===== config.mk =====
export PLATFORM = sky130hd
export DESIGN_NAME = sync_edge_event
export DESIGN_NICKNAME = d
export VERILOG_FILES = /design/src/rtl/sync_pkg.sv /design/src/rtl/debounce_filter.sv /design/src/rtl/sync_edge_event.sv
export SDC_FILE = /design/constraint.sdc
export NUM_CORES = 1
export LEC_CHECK = 0
export CORE_AREA = 3 3 40 42
export CTS_BUF_LIST = sky130_fd_sc_hd__clkbuf_4 sky130_fd_sc_hd__clkbuf_8 sky130_fd_sc_hd__clkbuf_16
export DETAILED_ROUTE_END_ITERATION = 8
export DIE_AREA = 0 0 43 45
export SLEW_MARGIN = 25
export SYNTH_ARGS = -nofsm -noshare
export SYNTH_HDL_FRONTEND = slang
export SYNTH_SLANG_ARGS = --single-unit
export TNS_END_PERCENT = 1

===== constraint.sdc =====
create_clock -name clk -period 3.2 [get_ports clk]
set_clock_uncertainty 0.1 [all_clocks]
set_input_delay 0.64 -clock clk [delete_from_list [all_inputs] [get_ports clk]]
set_output_delay 0.64 -clock clk [all_outputs]
set_load 0.1 [all_outputs]

===== src/rtl/sync_pkg.sv =====
// Shared definitions for the synchronized-edge event logic: edge-select
// encodings and a helper that decides whether a level change is selected.
package sync_pkg;

  localparam logic [1:0] EDGE_NONE = 2'b00;
  localparam logic [1:0] EDGE_RISE = 2'b01;
  localparam logic [1:0] EDGE_FALL = 2'b10;
  localparam logic [1:0] EDGE_BOTH = 2'b11;

  // new_lvl is the level after the change: 1 means a rising edge.
  function automatic logic edge_selected(input logic [1:0] sel, input logic new_lvl);
    return new_lvl ? sel[0] : sel[1];
  endfunction

endpackage


===== src/rtl/debounce_filter.sv =====
// Debounce filter: lvl follows in only after in has differed from lvl for
// DB_CYCLES consecutive cycles. chg flags the cycle whose clock edge will
// flip lvl, so the parent can register its edge pulse on that same edge.
module debounce_filter #(
  parameter int   DB_CYCLES = 16,
  parameter logic RST_LVL   = 1'b0
) (
  input  logic clk,
  input  logic rst,
  input  logic in,
  output logic lvl,
  output logic chg
);

  localparam int             CW   = $clog2(DB_CYCLES + 1);
  localparam logic [CW-1:0]  LAST = CW'(DB_CYCLES - 1);

  logic [CW-1:0] cnt;

  assign chg = (in != lvl) && (cnt == LAST);

  // Count consecutive mismatching cycles; any matching cycle restarts qualification.
  always_ff @(posedge clk) begin
    if (rst) begin
      lvl <= RST_LVL;
      cnt <= '0;
    end else if (in == lvl) begin
      cnt <= '0;
    end else if (chg) begin
      lvl <= in;
      cnt <= '0;
    end else begin
      cnt <= cnt + 1'b1;
    end
  end

endmodule


===== src/rtl/sync_edge_event.sv =====
// sync_edge_event: turns an already-synchronized level into counted,
// handshaked events. Optional debounce filter selected by the macro
// SYNC_EDGE_DEBOUNCE_EN; without it the filter is a single register.
//
// Handshake: evt_valid is high whenever evt_cnt is non-zero. One event is
// consumed on every clock edge where evt_valid && evt_ready; evt_ready while
// evt_valid is low has no effect. A new edge and a consume on the same edge
// cancel, which also keeps a full counter from overflowing.
module sync_edge_event
  import sync_pkg::*;
#(
  parameter int         CNT_W     = 4,
  parameter int         DB_CYCLES = 16,
  parameter logic [1:0] EDGE_SEL  = 2'b01,
  parameter logic       RST_LVL   = 1'b0
) (
  input  logic             clk,
  input  logic             rst,
  input  logic             in_sync,
  output logic             lvl,
  output logic             edge_pulse,
  output logic             edge_rise,
  output logic             evt_valid,
  input  logic             evt_ready,
  output logic [CNT_W-1:0] evt_cnt,
  output logic             ovf,
  input  logic             ovf_clr
);

  localparam logic [CNT_W-1:0] CNT_MAX = '1;

  logic lvl_chg;
  logic inc;
  logic dec;

`ifdef SYNC_EDGE_DEBOUNCE_EN
  debounce_filter #(
    .DB_CYCLES (DB_CYCLES),
    .RST_LVL   (RST_LVL)
  ) u_filter (
    .clk (clk),
    .rst (rst),
    .in  (in_sync),
    .lvl (lvl),
    .chg (lvl_chg)
  );
`else
  logic unused_db;
  assign unused_db = ^DB_CYCLES;
  assign lvl_chg   = (in_sync != lvl);

  // Plain filter: lvl simply follows in_sync one cycle later.
  always_ff @(posedge clk) begin
    if (rst) lvl <= RST_LVL;
    else     lvl <= in_sync;
  end
`endif

  // After a change the new level is the inverse of the current one.
  assign inc       = lvl_chg && edge_selected(EDGE_SEL, ~lvl);
  assign evt_valid = (evt_cnt != '0);
  assign dec       = evt_valid && evt_ready;

  // Edge pulse and direction registered on the edge that updates lvl.
  always_ff @(posedge clk) begin
    if (rst) begin
      edge_pulse <= 1'b0;
      edge_rise  <= 1'b0;
    end else begin
      edge_pulse <= inc;
      if (inc) edge_rise <= ~lvl;
    end
  end

  // Pending-event counter with saturation and sticky overflow (set beats clear).
  always_ff @(posedge clk) begin
    if (rst) begin
      evt_cnt <= '0;
      ovf     <= 1'b0;
    end else begin
      if (inc && !dec) begin
        if (evt_cnt == CNT_MAX) ovf <= 1'b1;
        else                    evt_cnt <= evt_cnt + 1'b1;
      end else if (!inc && dec) begin
        evt_cnt <= evt_cnt - 1'b1;
      end
      if (ovf_clr && !(inc && !dec && evt_cnt == CNT_MAX)) ovf <= 1'b0;
    end
  end

endmodule


# == Word level (Yosys, flattened, before mapping) ==
# Index checks and enable logic that the tools add are counted.
# word_totals
mem_count,0
ram_bits,0
romBits,0
input_bits,5
latchBits,0
word_cells,29
output_inout_bits,9
ff_bits,8
# classes
n_mux,4
mul,0
n_reduce_logical,14
n_addsub,2
div_mod_pow,0
n_shift,0
eq_ne,3
n_lt_le_gt_ge,0
n_bitwise,1
# ops
op,n
4-bit 2-to-1 mux,3
1-bit logical AND,6
4-bit by 1-bit adder with 4-bit output (second input constant),1
4-bit equality test (second input constant),1
2-bit AND reduction,2
4-bit nonzero test,1
4-bit by 1-bit subtractor with 4-bit output (second input constant),1
1-bit logical NOT,3
2-bit inequality test (second input constant),1
2-bit nonzero test,1
2-bit OR reduction,1
1-bit 2-to-1 mux,1
1-bit inequality test,1
1-bit NOT,1

# == Longest topological paths before layout ==
# logic_depth
ltp_word,8
depth_mapped,7
ltp_nobuf,7

# == Least setup slack after synthesis ==
# Ideal clock, no wire load.
# synth_path
path_type,register to register
from,reg evt_cnt[1]
to,reg evt_cnt[3]
setup_time_ns,0.095
setup_slack_ns,0.423
t_arrival_ns,2.582
path_buffers,0
synth_period_minus_slack_ns,2.777
t_required_ns,3.005
path_stages_with_launch,8
cell_sequence,dfxtp_1 o41ai_2 nand2_1 ha_1 a21oi_1 nand2_1 or4b_1 o311ai_1
# synth_between
elab_chain_len,6
elab_cells_between_ends,14
cone_classes,add/sub (2); eq/ne (2); mux (3); reduce/logical (7)
# synth_lines
item,line_no,text
start: declaration,sync_edge_event.sv:25,"output logic [CNT_W-1:0] evt_cnt,"
start signal: assignment,sync_edge_event.sv:83,else evt_cnt <= evt_cnt + 1'b1;
start signal: assignment,sync_edge_event.sv:85,evt_cnt <= evt_cnt - 1'b1;
"parallel branches: the longest is 6 deep, another holds 4-bit by 1-bit subtractor with 4-bit output",--,
# Parallel ways; which one is timed is not known. The select of a mux whose other input is x is not followed.
# A chain may end at the register's enable or synchronous reset.

# == Final worst setup path ==
# layout_path
from,in in_sync
to,reg evt_cnt[3]
# layout_between
elab_chain_len,6
elab_cells_between_ends,9
cone_classes,eq/ne (2); mux (1); reduce/logical (6)
# layout_lines
item,line_no,text
start: declaration,sync_edge_event.sv:19,"input logic in_sync,"
1-bit inequality test (*),sync_edge_event.sv:50,assign lvl_chg = (in_sync != lvl);
1-bit logical AND (*),sync_edge_event.sv:60,"assign inc = lvl_chg && edge_selected(EDGE_SEL, ~lvl);"
1-bit logical NOT,sync_edge_event.sv:84,end else if (!inc && dec) begin
1-bit logical AND,sync_edge_event.sv:84,
2-bit nonzero test (no line),--,
2-bit AND reduction (no line),--,
# Mark *: on every way between the ends. The rest lies on a longest branch, timed or not.

==> impl_results.md <==
* Final Cycle Share at 0.8234
* Vias at around 380
* Post-CTS Resized at 0
* Post-Syn Nets at 54
* First-pass GRT wire length at between 1500 and 2000 µm
* TritonCTS clock tree: built
* Fill cells at 143
* FP Rows at 13
* Nets@finish at 71
* TritonCTS buffer count at 3
* Final Wtd Congestion at 0.7242
* Hold-fix buffers at CTS at 0
* Post-Syn Instances at 46
* Final setup TNS at 0 ps
* H-tree depth at 1
* # DRC at 0
* Initial Util at 0.3447
* Max cap viols at 0
* Later-pin clock latency in the skew report at around 250 ps
* 1st-iter DRT viols at 1
* Fmax at 379.5 MHz
* Yosys warns at 0
* Die X at about 43 µm
* Average cell area after synthesis at 9.629 µm²
* Vias per cell at 5.053
* Netlist Area Pre-Place at 442.9 µm²
* Area Overhead vs Synth at 31.92%
* Worst Hold Class: reg2reg
* Port-buffer cells at 13
* Crit path time final at 2635 ps
* Initial antenna violation count at 0
* RSZ-0062 raised after global routing: no
* Slew HR at 0.7361
* Largest net degree at the start of global routing at 13
* CP max FO at 4
* Worst Max-Slew Pin Slew at 394.6 ps
* Final setup viols at 0
* Crit. End Element: flip-flop
* Hold Vio Cnt, Final at 0
* Die height at around 45 µm
* Required @ worst endpoint at between 3000 and 4000 ps
* FF+latch count, synth at 8
* Seq/Total Area, Yosys at 0.3616
* Number of setup buffers added after CTS at 0
* CP Class: in2reg
* Most common cell after layout, fill and taps aside: buf_4
* CTS Sinks at 8
* Gr ovfl total at 0
* Deepest clock path buffer count at 2
* Full die area at 1935 µm²
* Root Buffer: clkbuf_4
* Iteration count of the initial detailed-routing pass at 2
* Most frequent cells in the layout: buf_4 (10), dfxtp_1 (8), nor2_1 (4), clkdlybuf4s50_1 (4)
* Crit path launch type: input pin
* Worst EP arrival at 2700 ps
* Vias in the first global route at approximately 360
* Core ar. at 1285 µm²
* Reg2Reg Setup Slack at slightly below 700 ps
* Clk slew on worst S/H paths at 50 ps
* Layout cells sized above 1 at 0.2787
* Top Ports at 14
* DP Wirelength at 671.6 µm
* Netlist cell types at 28
* GRT Resource Usage Total at 0.1136
* Antenna Cells at 0
* Antenna viol nets, final at 0
* Status: finished clean
* Utilization after layout at 0.4547
* Drt total wl at around 900 µm
* Fin. max-slew vios at 0
* Wire per inst at 11.89 µm
metal layers:
metal	part of all wire	global-route usage	vias up
li1	-	-	206
met1	0.50	0.1533	171
met2	0.43	0.1557	7
met3	0.067	0.07171	0
met4	0	0.01807	0
met5	0	0	-
worst max-delay path: stages:
cell and delay [ps]:
clkdlybuf4s50_1 470, nor2b_1 160, nand2_1 150, ha_1 370, a21oi_1 230, nand2_1 100
or4b_1 500, o311ai_1 80
area by class of cell:
| cell class | count | area, µm² | area share |
|---|---|---|---|
| Inverter | 1 | 3.754 | 0.006424 |
| Tap cell | 15 | 18.77 | 0.03212 |
| Multi-Input combinational cell | 35 | 264.0 | 0.4518 |
| Timing Repair Buffer | 14 | 115.1 | 0.1970 |
| Sequential cell | 8 | 160.2 | 0.2741 |
| Clock buffer | 3 | 22.52 | 0.03854 |
cells by family after synthesis:
family / synth area share
compound gates: 0.1639
xor+xnor: 0.01978
fa+ha+maj: 0.1017
buf+inv: 0.04235
flops: 0.3616
mux: 0.02260
simple gates: 0.2882
path summary, 6_finish.rpt:
check                   from          to  depth (start not counted)
setup / recovery     in_sync  evt_cnt[3]                          8
hold / removal     edge_rise   edge_rise                          2
setup reg to reg  evt_cnt[1]  evt_cnt[3]                          7
hold reg to reg    edge_rise   edge_rise                          2
stage by stage:
stage / instances / hold WS [ps] / area (µm²) / setup WS [ps]
4_1_cts: 76 / 375.8 / 584.3 / 557.3
3_5_place_dp: 73 / 363.4 / 561.8 / 297.0
6_report: 76 / 369.5 / 584.3 / 565.0
3_3_place_gp: 73 / 353.4 / 561.8 / 290.7
5_1_grt: 76 / 427.7 / 584.3 / 418.3
2_1_floorplan: 46 / 668.2 / 442.9 / 423.0
state kept, by name (all words and copies together) (netlist names):
register    count
edge_pulse      1
edge_rise       1
ovf             1
lvl             1
evt_cnt         4
cell usage after synthesis, drive strengths merged:
master,count,share of area
a211oi,1,0.017
a21oi,2,0.023
a2bb2oi,1,0.020
and3,1,0.014
buf,1,0.025
clkbuf,1,0.0085
dfxtp,8,0.36
fa,1,0.045
ha,2,0.056
inv,1,0.0085
mux2i,1,0.023
nand2,2,0.017
nand2b,1,0.014
nand3,1,0.011
nand4,1,0.014
nor2,5,0.048
nor2b,3,0.042
nor3,2,0.023
o21a,1,0.020
o21ai,1,0.011
o311ai,1,0.020
o31ai,1,0.017
o41ai,1,0.037
or2b,1,0.017
or4,1,0.020
or4b,3,0.068
xnor2,1,0.020
Power is not shown: default switching activity piles up to over one toggle a cycle in this logic, so the estimate is an artifact.
